File: src/rtl/pipe_hazard_sched.sv
// Pipeline hazard scheduler for a 5-stage in-order pipeline.
// Detects load-use hazards, applies taken-branch flushes, freezes the back end while the
// data memory is busy (with a timeout), and sequences a halt by draining the pipeline.
//
// Ports:
//   clk, rst                 clock and synchronous active-high reset
//   id_rs, id_rt, id_uses_rt source registers of the IF/ID instruction
//   ex_memread, ex_rt        load flag and destination of the ID/EX instruction
//   mem_pcsrc                taken branch resolved in EX/MEM
//   mem_access, dmem_ready   EX/MEM memory access and data-memory done handshake
//   halt_req                 halt instruction decoded in IF/ID
//   pc_write, if_id_write    PC and IF/ID load enables
//   id_ex_bubble             zero the ID/EX control fields
//   if_id_flush, id_ex_flush, ex_mem_flush   clear the named pipeline register
//   freeze                   hold ID/EX, EX/MEM and MEM/WB
//   state                    RUN=0, WAIT=1, DRAIN=2, HALTED=3
//   halted, err              halt reached; sticky memory timeout
//   stall_cnt, flush_cnt     saturating performance counters
module pipe_hazard_sched #(
    parameter int unsigned TIMEOUT = 16,
    parameter int unsigned CNT_W   = 16
) (
    input  logic             clk,
    input  logic             rst,
    input  logic [4:0]       id_rs,
    input  logic [4:0]       id_rt,
    input  logic             id_uses_rt,
    input  logic             ex_memread,
    input  logic [4:0]       ex_rt,
    input  logic             mem_pcsrc,
    input  logic             mem_access,
    input  logic             dmem_ready,
    input  logic             halt_req,
    output logic             pc_write,
    output logic             if_id_write,
    output logic             id_ex_bubble,
    output logic             if_id_flush,
    output logic             id_ex_flush,
    output logic             ex_mem_flush,
    output logic             freeze,
    output logic [1:0]       state,
    output logic             halted,
    output logic             err,
    output logic [CNT_W-1:0] stall_cnt,
    output logic [CNT_W-1:0] flush_cnt
);

    localparam int unsigned    WaitW     = (TIMEOUT > 1) ? $clog2(TIMEOUT) : 1;
    localparam logic [WaitW-1:0] WaitLast  = WaitW'(TIMEOUT - 1);
    localparam logic [1:0]     DrainLast = 2'd3;

    typedef enum logic [1:0] {
        StRun    = 2'd0,
        StWait   = 2'd1,
        StDrain  = 2'd2,
        StHalted = 2'd3
    } state_e;

    state_e             state_q, state_d;
    logic [WaitW-1:0]   wait_cnt_q, wait_cnt_d;
    logic [1:0]         drain_cnt_q, drain_cnt_d;
    logic               err_q, err_d;
    logic [CNT_W-1:0]   stall_cnt_q, stall_cnt_d;
    logic [CNT_W-1:0]   flush_cnt_q, flush_cnt_d;
    logic               stall_inc, flush_inc;
    logic               lu_hazard, mwait;

    // r0 is hardwired zero, so a load targeting it never creates a dependency.
    assign lu_hazard = ex_memread & (ex_rt != 5'd0) &
                       ((ex_rt == id_rs) | (id_uses_rt & (ex_rt == id_rt)));
    assign mwait     = mem_access & ~dmem_ready;

    always_comb begin
        pc_write     = 1'b0;
        if_id_write  = 1'b0;
        id_ex_bubble = 1'b0;
        if_id_flush  = 1'b0;
        id_ex_flush  = 1'b0;
        ex_mem_flush = 1'b0;
        freeze       = 1'b0;
        state_d      = state_q;
        wait_cnt_d   = wait_cnt_q;
        drain_cnt_d  = drain_cnt_q;
        err_d        = err_q;
        stall_inc    = 1'b0;
        flush_inc    = 1'b0;

        if (rst) begin
            freeze       = 1'b1;
            if_id_flush  = 1'b1;
            id_ex_flush  = 1'b1;
            ex_mem_flush = 1'b1;
            state_d      = StRun;
            wait_cnt_d   = '0;
            drain_cnt_d  = '0;
            err_d        = 1'b0;
        end else begin
            unique case (state_q)
                StRun, StWait: begin
                    if (mwait) begin
                        // A pending branch stays asserted in the frozen EX/MEM and is
                        // taken once the freeze releases.
                        freeze    = 1'b1;
                        stall_inc = 1'b1;
                        if (wait_cnt_q == WaitLast) begin
                            err_d      = 1'b1;
                            state_d    = StHalted;
                            wait_cnt_d = '0;
                        end else begin
                            wait_cnt_d = wait_cnt_q + WaitW'(1);
                            state_d    = StWait;
                        end
                    end else begin
                        wait_cnt_d = '0;
                        state_d    = StRun;
                        if (mem_pcsrc) begin
                            // Squashes the younger instructions, so hazards/halts are moot.
                            pc_write     = 1'b1;
                            if_id_write  = 1'b1;
                            if_id_flush  = 1'b1;
                            id_ex_flush  = 1'b1;
                            ex_mem_flush = 1'b1;
                            flush_inc    = 1'b1;
                        end else if (halt_req) begin
                            if_id_write = 1'b1;
                            if_id_flush = 1'b1;
                            state_d     = StDrain;
                            drain_cnt_d = '0;
                        end else if (lu_hazard) begin
                            id_ex_bubble = 1'b1;
                            stall_inc    = 1'b1;
                        end else begin
                            pc_write    = 1'b1;
                            if_id_write = 1'b1;
                        end
                    end
                end
                StDrain: begin
                    if_id_write = 1'b1;
                    if_id_flush = 1'b1;
                    freeze      = mwait;
                    if (!mwait) begin
                        if (mem_pcsrc) begin
                            id_ex_flush  = 1'b1;
                            ex_mem_flush = 1'b1;
                        end
                        if (drain_cnt_q == DrainLast) begin
                            state_d = StHalted;
                        end else begin
                            drain_cnt_d = drain_cnt_q + 2'd1;
                        end
                    end
                end
                StHalted: begin
                    freeze = 1'b1;
                end
                default: begin
                    state_d = StRun;
                end
            endcase
        end
    end

    always_comb begin
        stall_cnt_d = stall_cnt_q;
        flush_cnt_d = flush_cnt_q;
        if (stall_inc && (stall_cnt_q != '1)) begin
            stall_cnt_d = stall_cnt_q + CNT_W'(1);
        end
        if (flush_inc && (flush_cnt_q != '1)) begin
            flush_cnt_d = flush_cnt_q + CNT_W'(1);
        end
    end

    always_ff @(posedge clk) begin
        if (rst) begin
            state_q     <= StRun;
            wait_cnt_q  <= '0;
            drain_cnt_q <= '0;
            err_q       <= 1'b0;
            stall_cnt_q <= '0;
            flush_cnt_q <= '0;
        end else begin
            state_q     <= state_d;
            wait_cnt_q  <= wait_cnt_d;
            drain_cnt_q <= drain_cnt_d;
            err_q       <= err_d;
            stall_cnt_q <= stall_cnt_d;
            flush_cnt_q <= flush_cnt_d;
        end
    end

    assign state     = state_q;
    assign halted    = (state_q == StHalted);
    assign err       = err_q;
    assign stall_cnt = stall_cnt_q;
    assign flush_cnt = flush_cnt_q;

endmodule

File: config.mk
export PLATFORM = sky130hd
export DESIGN_NAME = pipe_hazard_sched
export DESIGN_NICKNAME = d
export VERILOG_FILES = /design/src/rtl/pipe_hazard_sched.sv
export SDC_FILE = /design/constraint.sdc
export NUM_CORES = 1
export LEC_CHECK = 0
export ABC_AREA = 0
export CORE_MARGIN = 2
export CORE_UTILIZATION = 50
export CTS_CLUSTER_DIAMETER = 200
export DETAILED_ROUTE_END_ITERATION = 8
export GPL_ROUTABILITY_DRIVEN = 0
export HOLD_SLACK_MARGIN = 0.06
export PLACE_DENSITY_LB_ADDON = 0.2
export REMOVE_ABC_BUFFERS = 1
export SYNTH_ARGS = -nofsm -noshare
export SYNTH_HDL_FRONTEND = slang
export SYNTH_SLANG_ARGS = --single-unit
File: constraint.sdc
create_clock -name clk -period 4.45 [get_ports clk]
set_input_delay 0.6675 -clock clk [delete_from_list [all_inputs] [get_ports clk]]
set_output_delay 0.6675 -clock clk [all_outputs]
set_load 0.05 [all_outputs]
==> flow_summary.ini, run 1 <==
[synth]
synth_largest_area_cell = sky130_fd_sc_hd__dfxtp_1
dominantRegCellSynth = sky130_fd_sc_hd__dfxtp_1
synth_cell_type_count = 43
synth_async_sr_flop_share_pct = 0
synth_top_cell_area_share_pct = 38.6
post_synth_inst_count = 262
post_synth.cell_area_avg_um2 = 8.11
syn_area_um2 = 2130
ys_warn_count = 0
synth_area_leaders = sky130_fd_sc_hd__dfxtp_1 39%, sky130_fd_sc_hd__a21oi_1 5.7%, sky130_fd_sc_hd__nor2_1 4.9%
synth_most_common_cell = sky130_fd_sc_hd__dfxtp_1
synth.cells.most_frequent = 41 x sky130_fd_sc_hd__dfxtp_1, 28 x sky130_fd_sc_hd__nor2_1, 24 x sky130_fd_sc_hd__a21oi_1
synth-seq-area-share_pct = 38.6
synth_edf_count = 0
ys_ff_latch = 41

[global_route]
grt_start_max_net_pins = 32
track_usage_pct = 20.6
first_global_vias = 1858
grt_antenna_before_repair = 0
first_pass_grt_wire_length_um = 8270
grt_overflow_total = 0

[setup_path]
worst_setup_path_start_kind = input pin
critPathSlowestCell = sky130_fd_sc_hd__clkdlybuf4s50_1
cp.required_ns = 3.78
crit_fanout = 3
crit_top_cell = sky130_fd_sc_hd__clkdlybuf4s50_1
crit_arrival_ns = 3.17
slowest_delay_ns = 0.83
crit_chain = clkdlybuf4s50_1, or4_1, o21ai_1, nand2b_1, o21ai_0, nor3_1, clkdlybuf4s50_1
setup.worst_path.class = in -> out
worstSetupEndpointType = output port

[floorplan]
die_w_um = 69.2
boundaryPins = 66
die_height_um = 69.2
fp.dieArea_um2 = 4790
rows = 23
initial_utilization_pct = 52.4
core_outline_area_um2 = 4060

[cells_and_area]
final.fill_count = 335
layout-drive-gt1-share_pct = 4.63
stdcell_area_um2 = 2900
layout-area-overhead-vs-synth_pct = 36.4
nNetsFinal = 350
num_antenna_cells = 0

[timing]
whs_ns = 0.469
tns_ns = 0
setup_repair_after_global_routing_missed_its_margin = false
clock_skew_ns = 0.00738
timing.final.setup_violations = 0
final_hold_viol_count = 0
slew_headroom_pct = 31.3
period_share_pct = 86.2
timing.fmax_mhz = 261
max_slew.worst_pin.slew_ns = 1.03
final-max-slew-violation-count = 0
finalWorstPathRequiredPeriod_ns = 3.84

[run_status]
result_of_the_run = completed

[cts]
cts-hold-fix-buffers = 0
post_cts.resized_instances = 0
cts-buffers-inserted = 5
ctsHtreeMaxLevel = 2
clk_path_buf_depth = 2
clock_sinks = 41
post-cts-setup-buffers = 0
cts-root-buf = sky130_fd_sc_hd__clkbuf_8
insertion_delay_ns = 0.30
worst_setup_hold_path_clk_slew_ns = 0.07
cts_tree = done

[min_path]
worstHoldPathType = reg -> reg

[power_and_ir_drop]
power-per-cell-area_nw_per_um2 = 274
vdd_ir_drop_max_v = 0.000263
p_leak_nw = 0.995

[routing]
dr.pass1.iters = 4
route.detailed.wl_per_inst_um = 13.1
drt_first_iter_violations = 155
drt.antenna.violating_nets = 0
wirelength_um = 4900
detailroute.via_count = 2087
ratio_of_routed_vias_to_standard_cells = 5.58
route.detailed.drc = 0

[placed_design]
instance_area_after_placement_um2 = 2780
placement.io_buffers = 65
dp_hpwl_um = 3620

[run]
max_cap_viol_count = 0
==> state kept, by name (all words and copies together), names as in the netlist <==
register / cells
drain_cnt_q: 2
stall_cnt: 16
err: 1
wait_cnt_q: 4
flush_cnt: 16
state: 2
==> cells by family (layout without fill, tap and decap cells) <==
kind of cell / count (synthesis) / in the layout / share of synthesized area [%]
DFF: 41 / 41 / 38.6
and+or+nand+nor: 117 / 117 / 29.2
muxes: 1 / 1 / 0.471
xor gates and xnor gates: 23 / 23 / 9.48
AOI/OAI and AO/OA: 56 / 56 / 15.4
adders and majority gates: 4 / 4 / 2.35
buffers and inverters: 20 / 82 / 4.47
==> final cells by class <==
class / instances / area [um^2] / area share [%]
Tap cell: 50 / 62.6 / 2.16
Multi-Input combinational cell: 201 / 1210 / 41.7
Inverter: 7 / 26.3 / 0.906
Clock inverter: 1 / 30.0 / 1.04
Timing Repair Buffer: 67 / 663 / 22.9
Sequential cell: 41 / 821 / 28.3
Clock buffer: 7 / 86.3 / 2.98
==> report_power, final <==
| part | internal (mW) | switching [mW] | total, mW |
|---|---|---|---|
| logic | 0.0472 | 0.0609 | 0.108 |
| registers | 0.371 | 0.00590 | 0.376 |
| clock network | 0.183 | 0.128 | 0.311 |
| total | 0.601 | 0.195 | 0.795 |
==> worst paths after layout <==
path	cells after the start	endpoint	slack (ns)	from
max reg2reg	7	stall_cnt[8]	1.84	stall_cnt[0]
max	7	if_id_write	0.61	ex_rt[1]
min reg2reg	2	err	0.47	err
min	2	err	0.47	err
==> layer usage <==
metal  vias up  routed length [um]  track usage (%)
li1       1066                   -                -
met1       965                2210             25.6
met2        52                2420             35.1
met3         4                 229             6.25
met4         0                  36             4.58
met5         -                   0                0
==> through the flow <==
step	power, mW	worst slack (ns)	util (%)	cells
2_1_floorplan	0.442	1.07	-	249
3_3_place_gp	0.491	0.691	68.6	366
3_5_place_dp	0.493	0.621	68.6	366
4_1_cts	0.798	0.610	71.4	374
5_1_grt	0.823	0.493	71.4	374
6_report	0.795	0.614	71.4	374
==> worst max-delay path: cells and delay by family <==
kind / cells / cell delay, ns
buffers and inverters: 2 / 1.31
and+or+nand+nor: 3 / 0.89
AOI/OAI and AO/OA: 2 / 0.30
==> cell usage in the layout, fill, tap and decap left out, types with 2 or more instances in the layout <==
master,Yosys,layout
sky130_fd_sc_hd__a21oi_1,24,24
sky130_fd_sc_hd__and3_1,4,4
sky130_fd_sc_hd__and4_1,2,2
sky130_fd_sc_hd__buf_4,3,3
sky130_fd_sc_hd__clkbuf_8,0,6
sky130_fd_sc_hd__clkdlybuf4s50_1,0,64
sky130_fd_sc_hd__dfxtp_1,41,41
sky130_fd_sc_hd__ha_1,4,4
sky130_fd_sc_hd__inv_1,7,7
sky130_fd_sc_hd__nand2_1,20,20
sky130_fd_sc_hd__nand2b_1,3,3
sky130_fd_sc_hd__nand3_1,13,13
sky130_fd_sc_hd__nand3b_1,2,2
sky130_fd_sc_hd__nand4_1,13,13
sky130_fd_sc_hd__nor2_1,28,28
sky130_fd_sc_hd__nor3_1,5,5
sky130_fd_sc_hd__nor4_1,2,2
sky130_fd_sc_hd__o21ai_0,16,16
sky130_fd_sc_hd__o31ai_1,5,5
sky130_fd_sc_hd__or2_2,2,2
sky130_fd_sc_hd__or3_1,12,12
sky130_fd_sc_hd__or4_1,6,6
sky130_fd_sc_hd__xnor2_1,11,11
sky130_fd_sc_hd__xor2_1,12,12
No activity file was read; power rests on OpenSTA's default activity.
==> run 2: changes to the inputs <==
--- a/config.mk
+++ b/config.mk
@@ -7,9 +7,10 @@
 export LEC_CHECK = 0
 export ABC_AREA = 0
 export CORE_MARGIN = 2
-export CORE_UTILIZATION = 50
+export CORE_UTILIZATION = 45
 export CTS_CLUSTER_DIAMETER = 200
 export DETAILED_ROUTE_END_ITERATION = 8
+export DONT_BUFFER_PORTS = 1
 export GPL_ROUTABILITY_DRIVEN = 0
 export HOLD_SLACK_MARGIN = 0.06
 export PLACE_DENSITY_LB_ADDON = 0.2
==> flow_summary.ini, run 2 (synthesis gave the netlist of run 1 again) <==
[routing]
route.detailed.wl_per_inst_um = 14.0
route.detailed.drc = 0
drt.antenna.violating_nets = 0
detailroute.via_count = 1826
wirelength_um = 4390
wl_met2_um = 2090
wl_met1_um = 2010
routed.top_layer = met4
dr.pass1.iters = 4
met3RoutedLength_um = 232
ratio_of_routed_vias_to_standard_cells = 5.83
drt_first_iter_violations = 44

[placed_design]
post_place_cells = 305
dp_slack_ns = 1.47
instance_area_after_placement_um2 = 2150
placement.io_buffers = 0
dp_hpwl_um = 3070

[timing]
finalWorstPathRequiredPeriod_ns = 2.98
tns_ns = 0
timing.final.setup_violations = 0
whs_ns = 0.427
period_share_pct = 66.9
max_slew.worst_pin.slew_ns = 1.04
setup_repair_after_global_routing_missed_its_margin = false
timing.fmax_mhz = 336
slew_headroom_pct = 30.9
final.setup.worst_slack_ns = 1.47
final_hold_viol_count = 0
final-max-slew-violation-count = 0
clock_skew_ns = 0.00760

[cells_and_area]
stdcell_area_um2 = 2280
layout-drive-gt1-share_pct = 6.18
finish.utilization_pct = 49.3
mostFrequentLayoutCell = sky130_fd_sc_hd__dfxtp_1
layout-area-overhead-vs-synth_pct = 7.42
fin_cells = 313
final_cell_mix = 41 x sky130_fd_sc_hd__dfxtp_1, 28 x sky130_fd_sc_hd__nor2_1, 24 x sky130_fd_sc_hd__a21oi_1, 20 x sky130_fd_sc_hd__nand2_1, 16 x sky130_fd_sc_hd__o21ai_0
nNetsFinal = 285
num_antenna_cells = 0

[global_route]
first_global_vias = 1591
grt_overflow_total = 0
first_pass_grt_wire_length_um = 7120
grt_antenna_before_repair = 0
grt_start_max_net_pins = 46
track_usage_pct = 16.7

[cts]
cts_tree = done
post-cts-setup-buffers = 0
post_cts.resized_instances = 0
ctsHtreeMaxLevel = 2
insertion_delay_ns = 0.29
cts-hold-fix-buffers = 0
clk_path_buf_depth = 2
worst_setup_hold_path_clk_slew_ns = 0.09
clock_sinks = 41
cts-root-buf = sky130_fd_sc_hd__clkbuf_8
cts-buffers-inserted = 5

[setup_path]
worst-r2r-cell-count = 7
critical_path.reg2reg.endpoint = stall_cnt[5]
crit_arrival_ns = 2.31
cp.required_ns = 3.78
regToRegStartpoint = stall_cnt[1]
worst_setup_path_start_kind = input pin
worstSetupEndpointType = output port
crit_fanout = 3
setup.worst_path.class = in -> out
reg2reg_slack_ns = 1.49

[floorplan]
die_w_um = 72.7
fp.dieArea_um2 = 5290
core_outline_area_um2 = 4630
initial_utilization_pct = 45.9
boundaryPins = 66
rows = 25
die_height_um = 72.7

[min_path]
min_to = stall_cnt[9]
worstHoldPathCells = 1
worstHoldPathType = in -> reg
min-delay-start = rst

[power_and_ir_drop]
finalPower_uw = 804
vdd_ir_drop_max_v = 0.000167
p_leak_nw = 0.768
power-per-cell-area_nw_per_um2 = 352

[run_status]
result_of_the_run = completed

[run]
max_cap_viol_count = 0
-- run 2: cell types whose count changed in the layout (fill, tap and decap cells not counted) --
cell and delta:
sky130_fd_sc_hd__clkbuf_8 -1, sky130_fd_sc_hd__bufinv_16 +1, sky130_fd_sc_hd__buf_4 -1, sky130_fd_sc_hd__nor4_2 +1, sky130_fd_sc_hd__inv_6 +1, sky130_fd_sc_hd__clkbuf_1 -1, sky130_fd_sc_hd__nor4_1 -1, sky130_fd_sc_hd__clkdlybuf4s50_1 -64
-- run 2: layout make-up --
| class | instances | area (um^2) |
|---|---|---|
| clock inverter | 3 | 68.8 |
| tap | 54 | 67.6 |
| timing repair buffer | 2 | 15.0 |
| clock buffer | 5 | 68.8 |
| inverter | 7 | 26.3 |
| sequential | 41 | 821 |
| fill | 469 | 2350 |
| multi-input combinational | 201 | 1220 |
-- run 2: worst max-delay path by stage --
stage | start | end | cells past startpoint
2_1_floorplan | ex_rt[4] | id_ex_bubble | 5
6_report | ex_rt[1] | pc_write | 5
4_1_cts | ex_rt[1] | pc_write | 5
3_5_place_dp | ex_rt[1] | pc_write | 5
5_1_grt | stall_cnt[0] | stall_cnt[4] | 7
3_3_place_gp | ex_rt[1] | pc_write | 5
-- run 2: where the power goes --
group | switching, mW | total (mW) | internal, mW
registers | 0.0162 | 0.387 | 0.371
clock network | 0.137 | 0.362 | 0.226
logic | 0.0351 | 0.0548 | 0.0197
total | 0.188 | 0.804 | 0.616
-- run 2: metal layers --
| metal | vias up | track usage [%] |
|---|---|---|
| met5 | - | 0 |
| met4 | 0 | 5.14 |
| met3 | 6 | 6.49 |
| met2 | 32 | 26.7 |
| met1 | 849 | 20.9 |
| li1 | 939 | - |
-- run 2: critical path, stage by stage --
cell and delay [ns]:
sky130_fd_sc_hd__or4_1 0.50, sky130_fd_sc_hd__o21ai_1 0.19, sky130_fd_sc_hd__nand2b_1 0.19, sky130_fd_sc_hd__a21oi_1 0.08, sky130_fd_sc_hd__nor2_1 0.67
==> run 3: changes to the inputs <==
==> constraint.sdc (replaced) <==
create_clock -name clk -period 2.6 [get_ports clk]
set_input_delay 0.39 -clock clk [delete_from_list [all_inputs] [get_ports clk]]
set_output_delay 0.39 -clock clk [all_outputs]
set_load 0.05 [all_outputs]
==> flow_summary.ini, run 3 (synthesis gave the netlist of run 1 again) <==
[setup_path]
timing.critical_path.from = ex_rt[1]
cp.required_ns = 2.21
setup.worst_path.class = in -> out
crit_fanout = 3
worst_setup_path_start_kind = input pin
regToRegStartpoint = stall_cnt[1]
worst-r2r-cell-count = 8
critical_path.reg2reg.endpoint = stall_cnt[5]
reg2reg_slack_ns = 0.57
crit_arrival_ns = 1.76
worstSetupEndpointType = output port

[cts]
insertion_delay_ns = 0.29
worst_setup_hold_path_clk_slew_ns = 0.07
cts-buffers-inserted = 5
clock_sinks = 41
post-cts-setup-buffers = 0
clk_path_buf_depth = 2
ctsHtreeMaxLevel = 2
post_cts.resized_instances = 0
cts_tree = done
cts-hold-fix-buffers = 0
cts-root-buf = sky130_fd_sc_hd__clkbuf_8

[run_status]
result_of_the_run = completed

[cells_and_area]
multiInputGateArea_um2 = 1220
stdcell_area_um2 = 2500
fin_cells = 348
mostFrequentLayoutCell = sky130_fd_sc_hd__dfxtp_1
finish.utilization_pct = 53.9
layout-area-overhead-vs-synth_pct = 17.5
layout-drive-gt1-share_pct = 17.3
ff_latch_area_um2 = 821
num_antenna_cells = 0
final_cell_mix = 41 x sky130_fd_sc_hd__dfxtp_1, 39 x sky130_fd_sc_hd__buf_4, 28 x sky130_fd_sc_hd__nor2_1, 24 x sky130_fd_sc_hd__a21oi_1, 20 x sky130_fd_sc_hd__nand2_1
nNetsFinal = 322
final.fill_count = 454

[routing]
detailroute.via_count = 1945
drt_first_iter_violations = 93
route.detailed.drc = 0
wirelength_um = 4580
ratio_of_routed_vias_to_standard_cells = 5.59
dr.pass1.iters = 4
route.detailed.wl_per_inst_um = 13.2
drt.antenna.violating_nets = 0

[min_path]
min_to = stall_cnt[14]
min-delay-start = rst
worstHoldPathCells = 1
worstHoldPathType = in -> reg

[timing]
final-max-slew-violation-count = 0
final_hold_viol_count = 0
period_share_pct = 82.5
timing.fmax_mhz = 466
max_slew.worst_pin.slew_ns = 0.619
whs_ns = 0.163
setup_repair_after_global_routing_missed_its_margin = false
final.setup.worst_slack_ns = 0.455
clock_skew_ns = 0.00543
timing.final.setup_violations = 0
slew_headroom_pct = 58.7
finalWorstPathRequiredPeriod_ns = 2.15
tns_ns = 0

[run]
max_cap_viol_count = 0

[global_route]
met2_global_route_usage_pct = 29.9
global_route_track_usage_on_met1_pct = 23.5
grt_antenna_before_repair = 0
busiest_layer = met2
grt_start_max_net_pins = 46
track_usage_pct = 18.6
first_pass_grt_wire_length_um = 7890
grt_overflow_total = 0
gr-usage-met3_pct = 6.49
first_global_vias = 1739

[floorplan]
rows = 25
fp.dieArea_um2 = 5290
die_height_um = 72.7
core_outline_area_um2 = 4630
initial_utilization_pct = 45.9
boundaryPins = 66
die_w_um = 72.7

[placed_design]
post_place_cells = 342
instance_area_after_placement_um2 = 2420
dp_hpwl_um = 3340
placement.io_buffers = 0
dp_slack_ns = 0.468

[power_and_ir_drop]
vdd_ir_drop_max_v = 0.000321
p_leak_nw = 0.938
finalPower_mw = 1.14
power-per-cell-area_nw_per_um2 = 457
[run 3: cell count changes in the layout (fill, tap and decap cells not counted)]
cell / change
sky130_fd_sc_hd__buf_4: +37
sky130_fd_sc_hd__bufinv_16: -2
sky130_fd_sc_hd__clkinv_2: +1
sky130_fd_sc_hd__inv_6: -1
[run 3: cell type report]
type / count / share of cell area, %
Timing Repair Buffer: 39 / 11.7
Clock buffer: 5 / 2.76
Multi-Input combinational cell: 201 / 48.7
Clock inverter: 1 / 0.200
Sequential cell: 41 / 32.9
Inverter: 7 / 1.05
Tap cell: 54 / 2.71
[run 3: worst max-delay path, stage by stage]
cell                       delay [ns]
sky130_fd_sc_hd__or4_1           0.50
sky130_fd_sc_hd__o21ai_1         0.19
sky130_fd_sc_hd__nand2b_1        0.21
sky130_fd_sc_hd__o21ai_0         0.10
sky130_fd_sc_hd__nor3_1          0.14
sky130_fd_sc_hd__buf_4           0.22
[run 3: how the worst max path moves through the flow]
stage                    to  slack [ns]  cells past startpoint
2_1_floorplan  id_ex_bubble       -0.28                      2
3_3_place_gp    if_id_write        0.48                      6
3_5_place_dp    if_id_write        0.47                      6
4_1_cts         if_id_write        0.46                      6
5_1_grt         if_id_write        0.27                      6
6_report        if_id_write        0.45                      6
[run 3: power breakdown]
group	switching (mW)	internal, mW
Sequential	0.00707	0.635
Combinational	0.0829	0.0439
Clock	0.197	0.176
[run 3: routing by layer]
layer / routed length, um / part of all wire [%] / up-vias
li1: - / - / 1007
met1: 2110 / 46 / 895
met2: 2160 / 47 / 37
met3: 243 / 5.3 / 6
met4: 61 / 1.3 / 0
met5: 0 / 0 / -
==> patch 1 (config.mk and constraints of run 3) <==
Register the output `flush_cnt` once more, cleared by the reset; this adds one clock of latency there. The other outputs are not delayed to match.
--- a/src/rtl/pipe_hazard_sched.sv
+++ b/src/rtl/pipe_hazard_sched.sv
@@ -196,3 +196,9 @@
     assign stall_cnt = stall_cnt_q;
-    assign flush_cnt = flush_cnt_q;
+    always_ff @(posedge clk) begin
+        if (rst) begin
+            flush_cnt <= '0;
+        end else begin
+            flush_cnt <= flush_cnt_q;
+        end
+    end
 
Formal check against the unedited RTL: not equivalent (a bounded check fails within 4 cycles, from zero or initial values and one cycle with rst high).
==> patch 1 against run 3 <==
Sequential cell count is 16 higher; global-route usage is 0.57 points higher; final area is 29% higher; wire length is 24% higher; synthesized area is 29% higher; power is 65% higher; combinational power is 24% higher; worst setup slack worse by 0.060 ns; largest cell class unchanged.
==> patch 1: results (changes against run 3) <==
Cells and area
  • Final nets: 364 (+13%)
  • #MultiIn Comb: 233 (+16%)
  • Area occupied by multi-input gates: 1500 µm² (+23%)
  • Sequential cells: 57 (+39%)
  • Fillers: 541 (+19%)
  • Signal inverters: 4 (-3)
  • Share of cells above drive strength 1: 0.202 (+0.0289)
  • Register area: 1140 µm² (+39%)
  • Buffer share of cell area: 0.0861 (-0.0311)
  • Clk cell area share: 0.0605 (+0.0310)
  • Layout overhead on the synthesized area: 17.8%
  • Non-clk bufs: 32 (-18%)

Drt
  • Initial DRC count: 70 (-25%)
  • Met2 wire length: 2.81 mm (+30%)
  • Routed len/inst: 13.6 µm (+3.3%)
  • Met1 WL: 2.43 mm (+15%)
  • Vias per std cell: 5.54 (-0.95%)

CTS
  • Num CTS Buffers: 9 (+4)
  • Max H-tree Level: 3 (+1)
  • Clock Latency Late Sink: 0.34 ns (+0.05 ns)

Global route
  • Maximum number of pins on one net before global-route repair: 62 (+35%)
  • First-pass GRT wire length: 9.80 mm (+24%)
  • Number of global-route vias before repair: 2217 (+27%)
  • GR Util All Layers: 0.191 (+0.00572)

Placement
  • Dpl hpwl: 3.99 mm (+20%)
  • Inst Count DP: 401 (+17%)
  • Pre-CTS setup slack: 0.385 ns (-0.0828 ns)
  • Post-DP Area: 3030 µm² (+25%)

Synth
  • Adder-cell share of the synthesized area: 0.0183 (-0.00526)
  • Synth top area cells: dfxtp_1 42%, nor2_1 4.3%, xnor2_1 4.2%
  • Compound-gate portion of the synthesized area: 0.151 (-0.00293)
  • Most instantiated cells after synthesis: 57 x dfxtp_1, 31 x nor2_1, 18 x nor2b_1, 17 x a21oi_1, 17 x nand2_1
  • Seq/Total Area, Yosys: 0.417 (+0.0307)
  • Count of cell types in the netlist: 49 (+14%)
  • Synth Area in XOR/XNOR: 0.0640 (-0.0308)
  • Mux contribution to synthesized area: 0.0114 (+0.00672)
  • Mapped Cells: 311 (+19%)
  • Synthesized area: 2740 µm² (+29%)

Critical path
  • CP peak stage delay: 0.53 ns (+0.03 ns)
  • Worst Reg2Reg Path Length in Cells: 5 (-3)
  • Reg2Reg Setup Slack: 0.45 ns (-0.12 ns)
  • Worst flop-to-flop path startpoint: flush_cnt_q[0]
  • Critical path startpoint: ex_rt[1]
  • Crit Reg-Reg Endpoint: flush_cnt_q[10]
  • Crit path DAT: 1.82 ns (+0.06 ns)

STA
  • Worst-margin pin slew: 0.942 ns (+0.323 ns)
  • Clk_skew: 0.00677 ns (+0.00134 ns)
  • WHS: 0.113 ns (-0.0508 ns)
  • Fmax: 454 MHz (-2.7%)

Pwr
  • Max VDD drop: 0.339 mV (+5.5%)
  • Lkg Pwr: 1.19 nW (+27%)

Hold path
  • Hold path endpoint: drain_cnt_q[0]

Outcome
  • Outcome: complete, no violations
-- patch 1: cell count changes in the layout (fill, tap and decap cells not counted), moves of 9 or more --
cell,before,now
buf_4,39,29
nor2b_1,0,18
dfxtp_1,41,57
o21ai_0,16,5
a21oi_2,1,10
-- patch 1: worst max-delay path by stage --
stage               cells after the start           end
floorplan                               3  id_ex_bubble
global route                            8  stall_cnt[7]
finish                                  7   if_id_write
CTS                                     7   if_id_write
global placement                        7   if_id_write
detailed placement                      7  stall_cnt[7]
-- patch 1: where the power goes --
part           switching, W  leakage, nW  internal [W]
Sequential        0.0000125        0.460      0.000881
Clock              0.000341        0.102      0.000486
Combinational     0.0000952        0.627     0.0000630
-- patch 1: routing by layer --
metal,up-vias,track usage
li1,1158,-
met1,1079,0.215
met2,59,0.318
met3,7,0.0659
met4,0,0.103
met5,-,0
-- patch 1: worst reg2reg max path: stages, from the launching register on --
cell and delay [ns]:
dfxtp_1 0.35, ha_1 0.24, and4_1 0.23, a41oi_1 0.76, a41oi_1 0.20, a311oi_1 0.28
==> patch 2 (flow settings as in run 3) <==
Made on the original files. Set the parameter `CNT_W` to 32 (it was 16).
--- a/src/rtl/pipe_hazard_sched.sv
+++ b/src/rtl/pipe_hazard_sched.sv
@@ -20,3 +20,3 @@
     parameter int unsigned TIMEOUT = 16,
-    parameter int unsigned CNT_W   = 16
+    parameter int unsigned CNT_W   = 32
 ) (
Ports: changed (resized flush_cnt and stall_cnt); port bits go from 66 to 98. The function was not compared with the original's and may differ.
==> patch 2 against run 3 <==
Synthesized area grew 87%; wire length is 120% higher; via count is 94% higher; critical path type is now reg -> out; worst setup slack lost 0.22 ns; critical path depth is 2 lower; power is 110% higher; sequential cell count rose by 32; final area rose by 94%.
==> patch 2: results (changes against run 3) <==
Outcome
  • Outcome: complete, no violations

STA
  • Fmax: 423 MHz (-9.4%)
  • Clk_skew: 0.00829 ns (+0.00286 ns)
  • Worst-margin pin slew: 0.942 ns (+0.323 ns)
  • WHS: 0.112 ns (-0.0516 ns)

Global route
  • GR Util All Layers: 0.208 (+0.0222)
  • Maximum number of pins on one net before global-route repair: 80 (+74%)
  • Number of global-route vias before repair: 3471 (+100%)
  • First-pass GRT wire length: 16.6 mm (+110%)

Critical path
  • Crit path DAT: 1.98 ns (+0.22 ns)
  • Worst Reg2Reg Path Length in Cells: 7 (-1)
  • Crit path max fanout: 7 (+4)
  • Reg2Reg Setup Slack: 0.43 ns (-0.14 ns)

CTS
  • CTS resizes: 0 (unchanged)
  • CTS root buffer: clkbuf_8
  • Num CTS Buffers: 9 (+4)
  • Max H-tree Level: 3 (+1)
  • Clock Latency Late Sink: 0.34 ns (+0.05 ns)

Pwr
  • Sequential logic power: 0.00113 W (+76%)
  • Psw: 0.000538 W (+87%)
  • Lkg Pwr: 1.76 nW (+87%)
  • Power Total: 0.00237 W (+110%)
  • Clk pwr share: 0.459 (+0.132)
  • Max VDD drop: 0.320 mV (-0.46%)

Synth
  • Mapped Cells: 484 (+85%)
  • Most instantiated cells after synthesis: 73 x dfxtp_1, 59 x nor2_1, 31 x a21oi_1, 28 x nand2_1, 26 x nand4_1
  • Synthesized flop and latch total: 73 (+78%)
  • Count of cell types in the netlist: 52 (+21%)
  • Synth top area cells: dfxtp_1 37%, nor2_1 5.6%, xnor2_1 5.1%
  • Seq/Total Area, Yosys: 0.367 (-0.0188)

Cells and area
  • Register area: 1460 µm² (+78%)
  • #MultiIn Comb: 371 (+85%)
  • Fillers: 796 (+75%)
  • Diodes inserted: 0 (unchanged)
  • Share of cells above drive strength 1: 0.199 (+0.0254)
  • Clk_buf instances: 10 (+5)
  • Buffer share of cell area: 0.125 (+0.00741)
  • Non-clk bufs: 77 (+97%)
  • Final Core Density: 0.560 (+0.0208)
  • Multi-input combinational area share: 0.487 (about the same)
  • Clk cell area share: 0.0502 (+0.0206)
  • Signal inverters: 11 (+4)
  • Final nets: 570 (+77%)

Drt
  • Vias: 3774 (+94%)
  • Drt pass-1 iters: 5 (+1)
  • Initial DRC count: 137 (+47%)
  • Routed len/inst: 15.2 µm (+16%)
  • Post-Route WL: 10.0 mm (+120%)

Hold path
  • HP Class: in -> reg

Placement
  • Post-DP Area: 4600 µm² (+90%)
  • Dpl hpwl: 7.16 mm (+110%)
  • Port buffer count: 0 (unchanged)
  • Inst Count DP: 640 (+87%)
  • Pre-CTS setup slack: 0.311 ns (-0.157 ns)

Floorplan
  • Die width: 98.0 µm (+35%)
[patch 2: layer usage]
metal  global-route usage  share of wire  vias up  routed length (µm)
met2                0.338           0.48       91                4840
met5                    0              0        -                   0
met1                0.272           0.44     1764                4430
met4               0.0705          0.013        0                 127
met3               0.0501          0.061       10                 608
li1                     -              -     1909                   -
[patch 2: cell families (layout without fill, tap and decap cells)]
group                    Yosys count  after routing  synth area share
multiplexers                       7              7            0.0195
flip-flops                        73             73             0.367
buffers and inverters             40            104            0.0481
XOR/XNOR                          40             40            0.0880
adder cells (fa/ha/maj)            4              4            0.0126
AND/OR/NAND/NOR                  243            243             0.339
AO/OA/AOI/OAI                     77             77             0.125
[patch 2: final timing paths]
path,from,to
max,state[1],if_id_write
min,rst,flush_cnt[17]
max reg2reg,stall_cnt[18],stall_cnt[21]
min reg2reg,wait_cnt_q[3],wait_cnt_q[3]
[patch 2: critical path: stages (launching register included)]
cell     delay [ns]
dfxtp_1        0.37
or4_1          0.53
o22ai_1        0.44
nor3_1         0.09
buf_4          0.21
